`config.mk`:
```
export PLATFORM = sky130hd
export DESIGN_NAME = sequence_gen_tx_flat
export DESIGN_NICKNAME = d
export VERILOG_FILES = /design/src/rtl/sequence_gen_tx_if.sv /design/src/rtl/sequence_gen_tx.sv /design/src/flat_wrapper.sv
export SDC_FILE = /design/constraint.sdc
export NUM_CORES = 1
export LEC_CHECK = 0
export CAP_MARGIN = 20
export CORE_AREA = 5 5 42 44
export CTS_CLUSTER_SIZE = 40
export DETAILED_ROUTE_END_ITERATION = 16
export DIE_AREA = 0 0 47 49
export GPL_TIMING_DRIVEN = 0
export PLACE_DENSITY = 0.72
export SYNTH_ARGS = -nofsm -noshare
export SYNTH_HDL_FRONTEND = slang
export SYNTH_SLANG_ARGS = --single-unit
export TNS_END_PERCENT = 100
```
`constraint.sdc`:
```
create_clock -name clk -period 3.2 [get_ports clk]
set_input_delay 0.64 -clock clk [delete_from_list [all_inputs] [get_ports clk]]
set_output_delay 0.64 -clock clk [all_outputs]
set_load 0.005 [all_outputs]
```
`src/rtl/sequence_gen_tx_if.sv`:
```
// Load handshake and serial output bundle between a frame source and sequence_gen_tx.
interface sequence_gen_tx_if #(
  parameter int FRAME_W = 5
);
  logic [FRAME_W-1:0] load_data;
  logic               load_valid;
  logic               load_ready;
  logic               data;
  logic               data_en;
  logic               sop;
  logic               eop;
  logic               busy;

  modport master (
    output load_data, load_valid,
    input  load_ready, data, data_en, sop, eop, busy
  );

  modport slave (
    input  load_data, load_valid,
    output load_ready, data, data_en, sop, eop, busy
  );
endinterface

```
`src/rtl/sequence_gen_tx.sv`:
```
// Serial frame transmitter: parallel frame in over valid/ready, MSB-first bit stream out
// with sop/eop markers and an optional fixed idle gap between frames.
//
// state | meaning
// IDLE  | waiting for a frame, load_ready=1
// SHIFT | one frame bit per cycle on data, data_en=1
// GAP   | forced idle cycles after eop, data_en=0
module sequence_gen_tx #(
  parameter int   FRAME_W    = 5,
  parameter int   GAP_CYCLES = 0,
  parameter logic IDLE_LEVEL = 1'b0
) (
  input logic             clk,
  input logic             rst,
  sequence_gen_tx_if.slave tx
);

  localparam int BW = $clog2(FRAME_W);
  localparam int GW = (GAP_CYCLES > 0) ? $clog2(GAP_CYCLES + 1) : 1;
  localparam logic [BW-1:0] BIT_LAST = BW'(FRAME_W - 1);
  localparam logic [GW-1:0] GAP_LAST = (GAP_CYCLES > 0) ? GW'(GAP_CYCLES - 1) : '0;

  typedef enum logic [1:0] {
    S_IDLE  = 2'd0,
    S_SHIFT = 2'd1,
    S_GAP   = 2'd2
  } state_t;

  state_t             state;
  logic [FRAME_W-1:0] shreg;
  logic [BW-1:0]      bit_cnt;
  logic [GW-1:0]      gap_cnt;
  logic               accept;

  // Ready is a pure decode of registered state, so it only moves on clock edges.
  assign tx.load_ready = (state == S_IDLE)
                      || (state == S_SHIFT && GAP_CYCLES == 0 && bit_cnt == BIT_LAST)
                      || (state == S_GAP && gap_cnt == GAP_LAST);
  assign accept = tx.load_valid && tx.load_ready;

  always_ff @(posedge clk or posedge rst) begin
    if (rst) begin
      state      <= S_IDLE;
      shreg      <= '0;
      bit_cnt    <= '0;
      gap_cnt    <= '0;
      tx.data    <= IDLE_LEVEL;
      tx.data_en <= 1'b0;
      tx.sop     <= 1'b0;
      tx.eop     <= 1'b0;
      tx.busy    <= 1'b0;
    end else if (accept) begin
      // Ready is only ever high at a terminal point, so every accept starts a fresh frame.
      state      <= S_SHIFT;
      shreg      <= tx.load_data;
      bit_cnt    <= '0;
      gap_cnt    <= '0;
      tx.data    <= tx.load_data[FRAME_W-1];
      tx.data_en <= 1'b1;
      tx.sop     <= 1'b1;
      tx.eop     <= 1'b0;
      tx.busy    <= 1'b1;
    end else begin
      case (state)
        S_IDLE: ;
        S_SHIFT: begin
          if (bit_cnt != BIT_LAST) begin
            bit_cnt <= bit_cnt + 1'b1;
            shreg   <= {shreg[FRAME_W-2:0], 1'b0};
            tx.data <= shreg[FRAME_W-2];
            tx.sop  <= 1'b0;
            tx.eop  <= (bit_cnt + 1'b1 == BIT_LAST);
          end else begin
            state      <= (GAP_CYCLES > 0) ? S_GAP : S_IDLE;
            gap_cnt    <= '0;
            tx.data    <= IDLE_LEVEL;
            tx.data_en <= 1'b0;
            tx.sop     <= 1'b0;
            tx.eop     <= 1'b0;
            tx.busy    <= (GAP_CYCLES > 0);
          end
        end
        S_GAP: begin
          if (gap_cnt == GAP_LAST) begin
            state   <= S_IDLE;
            tx.busy <= 1'b0;
          end else begin
            gap_cnt <= gap_cnt + 1'b1;
          end
        end
        default: begin
          state      <= S_IDLE;
          tx.data    <= IDLE_LEVEL;
          tx.data_en <= 1'b0;
          tx.sop     <= 1'b0;
          tx.eop     <= 1'b0;
          tx.busy    <= 1'b0;
        end
      endcase
    end
  end

endmodule

```
`src/flat_wrapper.sv`:
```
// flat-port wrapper written by rule: the top's interface ports become plain ports
module sequence_gen_tx_flat 
#(
  parameter int   FRAME_W    = 5,
  parameter int   GAP_CYCLES = 0,
  parameter logic IDLE_LEVEL = 1'b0
)
  (clk, rst, tx_load_data, tx_load_valid, tx_load_ready, tx_data, tx_data_en, tx_sop, tx_eop, tx_busy);
  sequence_gen_tx_if #(.FRAME_W(FRAME_W)) tx_i ();
  input logic clk;
  input logic rst;
  input wire logic [$bits(tx_i.load_data)-1:0] tx_load_data;
  input wire logic [$bits(tx_i.load_valid)-1:0] tx_load_valid;
  output wire logic [$bits(tx_i.load_ready)-1:0] tx_load_ready;
  output wire logic [$bits(tx_i.data)-1:0] tx_data;
  output wire logic [$bits(tx_i.data_en)-1:0] tx_data_en;
  output wire logic [$bits(tx_i.sop)-1:0] tx_sop;
  output wire logic [$bits(tx_i.eop)-1:0] tx_eop;
  output wire logic [$bits(tx_i.busy)-1:0] tx_busy;
  assign tx_i.load_data = tx_load_data;
  assign tx_i.load_valid = tx_load_valid;
  assign tx_load_ready = tx_i.load_ready;
  assign tx_data = tx_i.data;
  assign tx_data_en = tx_i.data_en;
  assign tx_sop = tx_i.sop;
  assign tx_eop = tx_i.eop;
  assign tx_busy = tx_i.busy;
  sequence_gen_tx #(.FRAME_W(FRAME_W), .GAP_CYCLES(GAP_CYCLES), .IDLE_LEVEL(IDLE_LEVEL)) u_core (.clk(clk), .rst(rst), .tx(tx_i));
endmodule
```
==> impl_metrics.csv, run 1 <==
group,metric,value,unit
run_status,status,"finished clean",
setup_path,rrSetupSlack,1750,ps
timing,timing.fmax,417.2,MHz
routing,via_per_inst,4.888,
timing,holdWs,501.5,ps
floorplan,die_area,0.002303,mm2
final_layout,nets,76,
place,io_buffer_count,13,
cts,cts_hold_buf,0,
setup_path,crit_path_end_kind,"output pin",
yosys,synth_cells,47,
yosys,yosysSeqAreaShare,47.52,%
final_layout,multiInputGateArea,261.5,um2
global_routing,grt_first_pass_wirelength,1745,um
timing,hold_viol_final,0,
yosys,syn_area,579.3,um2
timing,setup_tns,0,ps
setup_path,critPathLaunch,"u_core.bit_cnt[0]",
floorplan,fp.dieW,47,um
power,total_leakage_power,0.3589,nW
setup_path,path_buf_inv,3,
timing,slew_headroom,71.45,%
yosys,synth.distinct_cells,22,
cts,clk_latency,270,ps
global_routing,grt.overflow.total,0,
yosys,ys_ff_latch,11,
setup_path,cp_data_arrival_time,1760,ps
place,place_hpwl,732.2,um
run,maxCapViolCount,0,
setup_path,r2r_end,"u_core.bit_cnt[1]",
cts,post-cts-setup-buffers,0,
routing,firstDrtPassIters,2,
timing,rsz0062_at_grt,"false",
cts,numCtsBuffers,3,
yosys,synth_nets,58,
timing,tightest_slew,427.8,ps
routing,detail-route-antenna-nets,0,
final_layout,layout-drive-gt1-share,21.88,%
global_routing,grt_pass1_vias,391,
power,powerDensity,830.7,mW/mm2
cts,cts-resized-gates,0,
final_layout,antennaDiodeCount,0,
floorplan,fp.dieH,49,um
setup_path,critPathTopFamily,"buffers and inverters",
yosys,yosysTopAreaCellShare,47.52,%
global_routing,grtUsageTotal,10.68,%
cts,clock-sinks,11,
routing,routed_wl,982,um
floorplan,start_util,41.34,%
floorplan,io_pins,14,
yosys,synth_top_area_cell,"dfrtp_1",
yosys,yosys_warnings,0,
yosys,synth_area_leaders,"dfrtp_1 48%, mux2_4 10%, mux2i_1 6.9%",
timing,fin_skew,4.149,ps
setup_path,cp-start-kind,"flip-flop",
cts,tritoncts,"built",
setup_path,cp_cell_sequence,"inv_1, ha_1, a21bo_1, buf_6, clkdlybuf4s50_1",
final_layout,fill_cells,127,
floorplan,core,0.001401,mm2
routing,drc,0,
timing,post-route-period-util,74.91,%
cts,cts-htree-levels,1,
setup_path,worstSetupEndpoint,"tx_load_ready",
floorplan,floorplan.rows,14,
final_layout,syn_to_final_growth,30.45,%
cts,clk_pin_slew,70,ps
timing,fin_crit,2397,ps
cts,cts-root-buf,"clkbuf_4",
place,gp_congestion,0.6534,
hold_path,holdPathStages,1,
setup_path,slowest_delay,510,ps
final_layout,seqCellArea,275.3,um2
setup_path,crit_type,"flip-flop to output pin",
setup_path,cp_max_fo,9,
cts,clock_path_buffers,2,
routing,drt_iter0_drc,7,
routing,avgRoutedWirePerCell,12.28,um
setup_path,r2r-start,"u_core.bit_cnt[0]",
hold_path,hold_class,"flip-flop to flip-flop",
yosys,synth.avg_cell_area,12.33,um2
setup_path,r2r_cells,5,
setup_path,cp_slowest_cell,"clkdlybuf4s50_1",
routing,via_count,391,
setup_path,cp_data_required_time,2560,ps
timing,drv_slew,0,
power,peakVddDrop,0.3885,mV
global_routing,grt_max_degree,12,
timing,finalSetupViolCount,0,
setup_path,cp.depth,5,
global_routing,antenna_found_initial,0,
[cell usage after synthesis]
library cell / count
ha_1: 3
nand2b_1: 2
nand3_1: 1
mux2i_1: 4
nor3b_1: 1
nand2_1: 1
a21oi_1: 1
buf_2: 1
mux2_2: 3
nor2_1: 1
nand4_1: 1
o221ai_1: 1
or2b_1: 1
buf_6: 1
mux2_4: 4
buf_4: 1
o21ai_0: 1
a31o_2: 1
inv_1: 5
a21bo_1: 1
nor2b_1: 1
dfrtp_1: 11
[routing by layer]
metal	global-route usage (%)	share of wire, %
met1	13.21	48
met2	14.71	44
met3	5.535	6.7
met4	5.530	1.2
met5	0	0
[worst min-delay path by stage]
stage | startpoint | end | slack [ps]
detailed placement | u_core.shreg[0] | u_core.shreg[1] | 490
CTS | u_core.shreg[1] | u_core.shreg[2] | 510
global route | u_core.shreg[1] | u_core.shreg[2] | 530
floorplan | u_core.bit_cnt[0] | u_core.bit_cnt[0] | 470
finish | u_core.shreg[2] | u_core.shreg[3] | 500
global placement | u_core.shreg[1] | u_core.shreg[2] | 490
[where the power goes]
part | switching (mW) | internal [mW]
clock | 0.0452 | 0.0482
combinational | 0.105 | 0.192
sequential | 0.0425 | 0.195
[state kept, by name, summed over array words and instances, names as in the netlist]
register        count
u_core.bit_cnt      3
u_core.shreg        4
u_core.state        1
u_core.tx.data      1
u_core.tx.eop       1
u_core.tx.sop       1
[worst register-to-register path, stage by stage (launching register included)]
cell and delay, ps:
dfrtp_1 390, inv_1 60, ha_1 240, a21bo_1 210
buf_6 140, mux2_4 300
[stage by stage]
step	util, %	worst slack, ps	instance area, um2	std cells	power [mW]
2_1_floorplan	-	1601	579.3	47	0.4364
3_3_place_gp	52.05	1080	729.5	76	0.5320
3_5_place_dp	52.05	1083	729.5	76	0.5414
4_1_cts	53.93	771.2	755.7	80	0.6403
5_1_grt	53.93	679.6	755.7	80	0.6865
6_report	53.93	802.9	755.7	80	0.6278
[cell families after synthesis]
logic type / count (synthesis) / share of synthesized area (%)
compound gates: 5 / 6.478
fa+ha+maj: 3 / 6.480
buf+inv: 8 / 7.343
flops: 11 / 47.52
mux: 11 / 23.11
simple gates: 9 / 9.071
[cells in the final DEF (no fill, tap or decap), drive strengths merged, types with 2 or more instances in the layout]
cell,instances
clkdlybuf4s50,13
inv,5
dfrtp,11
mux2,7
mux2i,4
buf,3
clkbuf,4
nand2b,2
ha,3
[final cells by class]
type                       count  area share, %
buffer                         3          3.146
multi-input combinational     28          34.60
sequential                    11          36.42
tap                           16          2.649
inverter                       5          2.483
timing repair buffer          13          17.22
clock buffer                   4          3.477
Power figures use the tool's default switching activity.
==> run 2: changes to the inputs <==
==> constraint.sdc (replaced) <==
create_clock -name clk -period 2.3 [get_ports clk]
set_input_delay 0.46 -clock clk [delete_from_list [all_inputs] [get_ports clk]]
set_output_delay 0.46 -clock clk [all_outputs]
set_load 0.005 [all_outputs]
==> run 2 against run 1 <==
Core utilization increased by 0.71 points; cell count increased by 1.3%; power is 42% higher; clock skew hardly changed; final area up 1.3%; global-route usage stayed put; combinational power rose by 46%; sequential power is 38% higher; setup slack worse by 680 ps; sequential cell count stayed put; worst hold slack worse by 4.5 ps.
==> impl_metrics.csv, run 2 (synthesis results as in run 1) <==
group,metric,value,unit
setup_path,crit_path_end_kind,"output pin",
global_routing,grtUsageTotal,10.68,%
hold_path,hold_class,"input port to asynchronous set/reset pin",
power,powerDensity,1164,mW/mm2
routing,via_count,397,
final_layout,reg_top3,"u_core.shreg (4), u_core.bit_cnt (3)",
floorplan,fp.dieH,49,um
floorplan,die_area,0.002303,mm2
final_layout,largest_register_ffs,4,
floorplan,floorplan.rows,14,
setup_path,critPathTopFamily,"buffers and inverters",
global_routing,grt.overflow.total,0,
routing,via_per_inst,4.901,
final_layout,seqCellArea,275.3,um2
global_routing,antenna_found_initial,0,
final_layout,finish.utilization,54.64,%
timing,slew_headroom,71.45,%
timing,post-route-period-util,94.74,%
final_layout,design_area,765.7,um2
cts,clock-sinks,11,
cts,clk_latency,270,ps
routing,routed_wl,1000,um
power,total_power,0.8911,mW
timing,rsz0062_at_grt,"false",
timing,holdWs,496.9,ps
global_routing,grt_pass1_vias,391,
routing,detail-route-antenna-nets,0,
timing,fin_crit,2179,ps
final_layout,largest_register,"u_core.shreg",
place,io_buffer_count,13,
final_layout,fill_cells,128,
global_routing,grt_max_degree,12,
timing,finalSetupViolCount,0,
floorplan,fp.dieW,47,um
place,placed_area,729.5,um2
cts,clk_pin_slew,70,ps
final_layout,layout-drive-gt1-share,24.62,%
run,maxCapViolCount,0,
power,peakVddDrop,0.5528,mV
final_layout,syn_to_final_growth,32.18,%
floorplan,io_pins,14,
timing,setup_tns,0,ps
place,gp_congestion,0.6534,
cts,cts-root-buf,"clkbuf_4",
floorplan,start_util,41.34,%
setup_path,slowest_delay,510,ps
setup_path,crit_type,"flip-flop to output pin",
final_layout,nets,77,
final_layout,multiInputGateArea,264.0,um2
timing,hold_viol_final,0,
run_status,status,"finished clean",
final_layout,final_cell_mix,"13 x clkdlybuf4s50_1, 11 x dfrtp_1, 5 x inv_1, 4 x mux2_4, 4 x mux2i_1",
setup_path,r2r_cells,5,
cts,numCtsBuffers,3,
place,place_hpwl,732.2,um
setup_path,path_buf_inv,3,
timing,tightest_slew,427.8,ps
cts,tritoncts,"built",
cts,cts_hold_buf,0,
global_routing,grt_first_pass_wirelength,1745,um
timing,drv_slew,0,
routing,drt_iter0_drc,7,
final_layout,antennaDiodeCount,0,
setup_path,cp_cell_sequence,"inv_1, ha_2, a21bo_1, buf_6, clkdlybuf4s50_1",
setup_path,cp.depth,5,
final_layout,final_common_cell,"clkdlybuf4s50_1",
setup_path,cp-start-kind,"flip-flop",
timing,timing.fmax,458.9,MHz
setup_path,cp_data_required_time,1840,ps
setup_path,cp_max_fo,9,
routing,avgRoutedWirePerCell,12.35,um
power,total_leakage_power,0.3622,nW
routing,drc,0,
setup_path,cp_data_arrival_time,1720,ps
cts,clock_path_buffers,2,
setup_path,cp_slowest_cell,"clkdlybuf4s50_1",
cts,cts-htree-levels,1,
floorplan,core,0.001401,mm2
routing,firstDrtPassIters,2,
timing,fin_skew,4.149,ps
-- run 2: final cells by class --
type                       instances  share of cell area [%]
inverter                           5                   2.451
clock buffer                       4                   3.431
sequential                        11                   35.95
multi-input combinational         28                   34.48
tap                               16                   2.614
buffer                             3                   3.105
timing repair buffer              14                   17.97
-- run 2: where the power goes --
| part | switching, mW | internal, mW | total [mW] |
|---|---|---|---|
| clock network | 0.0629 | 0.0671 | 0.130 |
| registers | 0.0570 | 0.272 | 0.329 |
| logic | 0.152 | 0.280 | 0.432 |
| total | 0.272 | 0.619 | 0.891 |
-- run 2: metrics by stage --
| step | std cells | worst slack, ps |
|---|---|---|
| after floorplan | 47 | 881.4 |
| after global placement | 76 | 359.7 |
| after detailed placement | 76 | 363.1 |
| after CTS | 80 | 51.24 |
| after global routing | 81 | 6.334 |
| final | 81 | 121.0 |
-- run 2: routing by layer --
metal | part of all wire, % | routed length, um | track usage (%) | vias up
met5 | 0 | 0 | 0 | -
met4 | 1.2 | 12 | 5.530 | 0
met3 | 6.6 | 66 | 5.535 | 2
met2 | 45 | 445 | 14.71 | 12
met1 | 48 | 475 | 13.21 | 188
li1 | - | - | - | 195
-- run 2: path summary, 6_finish.rpt --
kind / startpoint / endpoint / slack, ps
worst max-delay path: u_core.bit_cnt[0] / tx_load_ready / 120
worst min-delay path: rst / u_core.shreg[3] / 500
worst max register to register: u_core.bit_cnt[0] / u_core.bit_cnt[1] / 920
worst min register to register: u_core.shreg[2] / u_core.shreg[3] / 500
max in group asynchronous: rst / u_core.shreg[1] / 1500
min in group clk: u_core.shreg[2] / u_core.shreg[3] / 500
-- run 2: timing repair --
action                     4_1_cts  5_1_grt
resized for setup                0        1
buffers inserted                 0        1
setup endpoints to repair        0        1
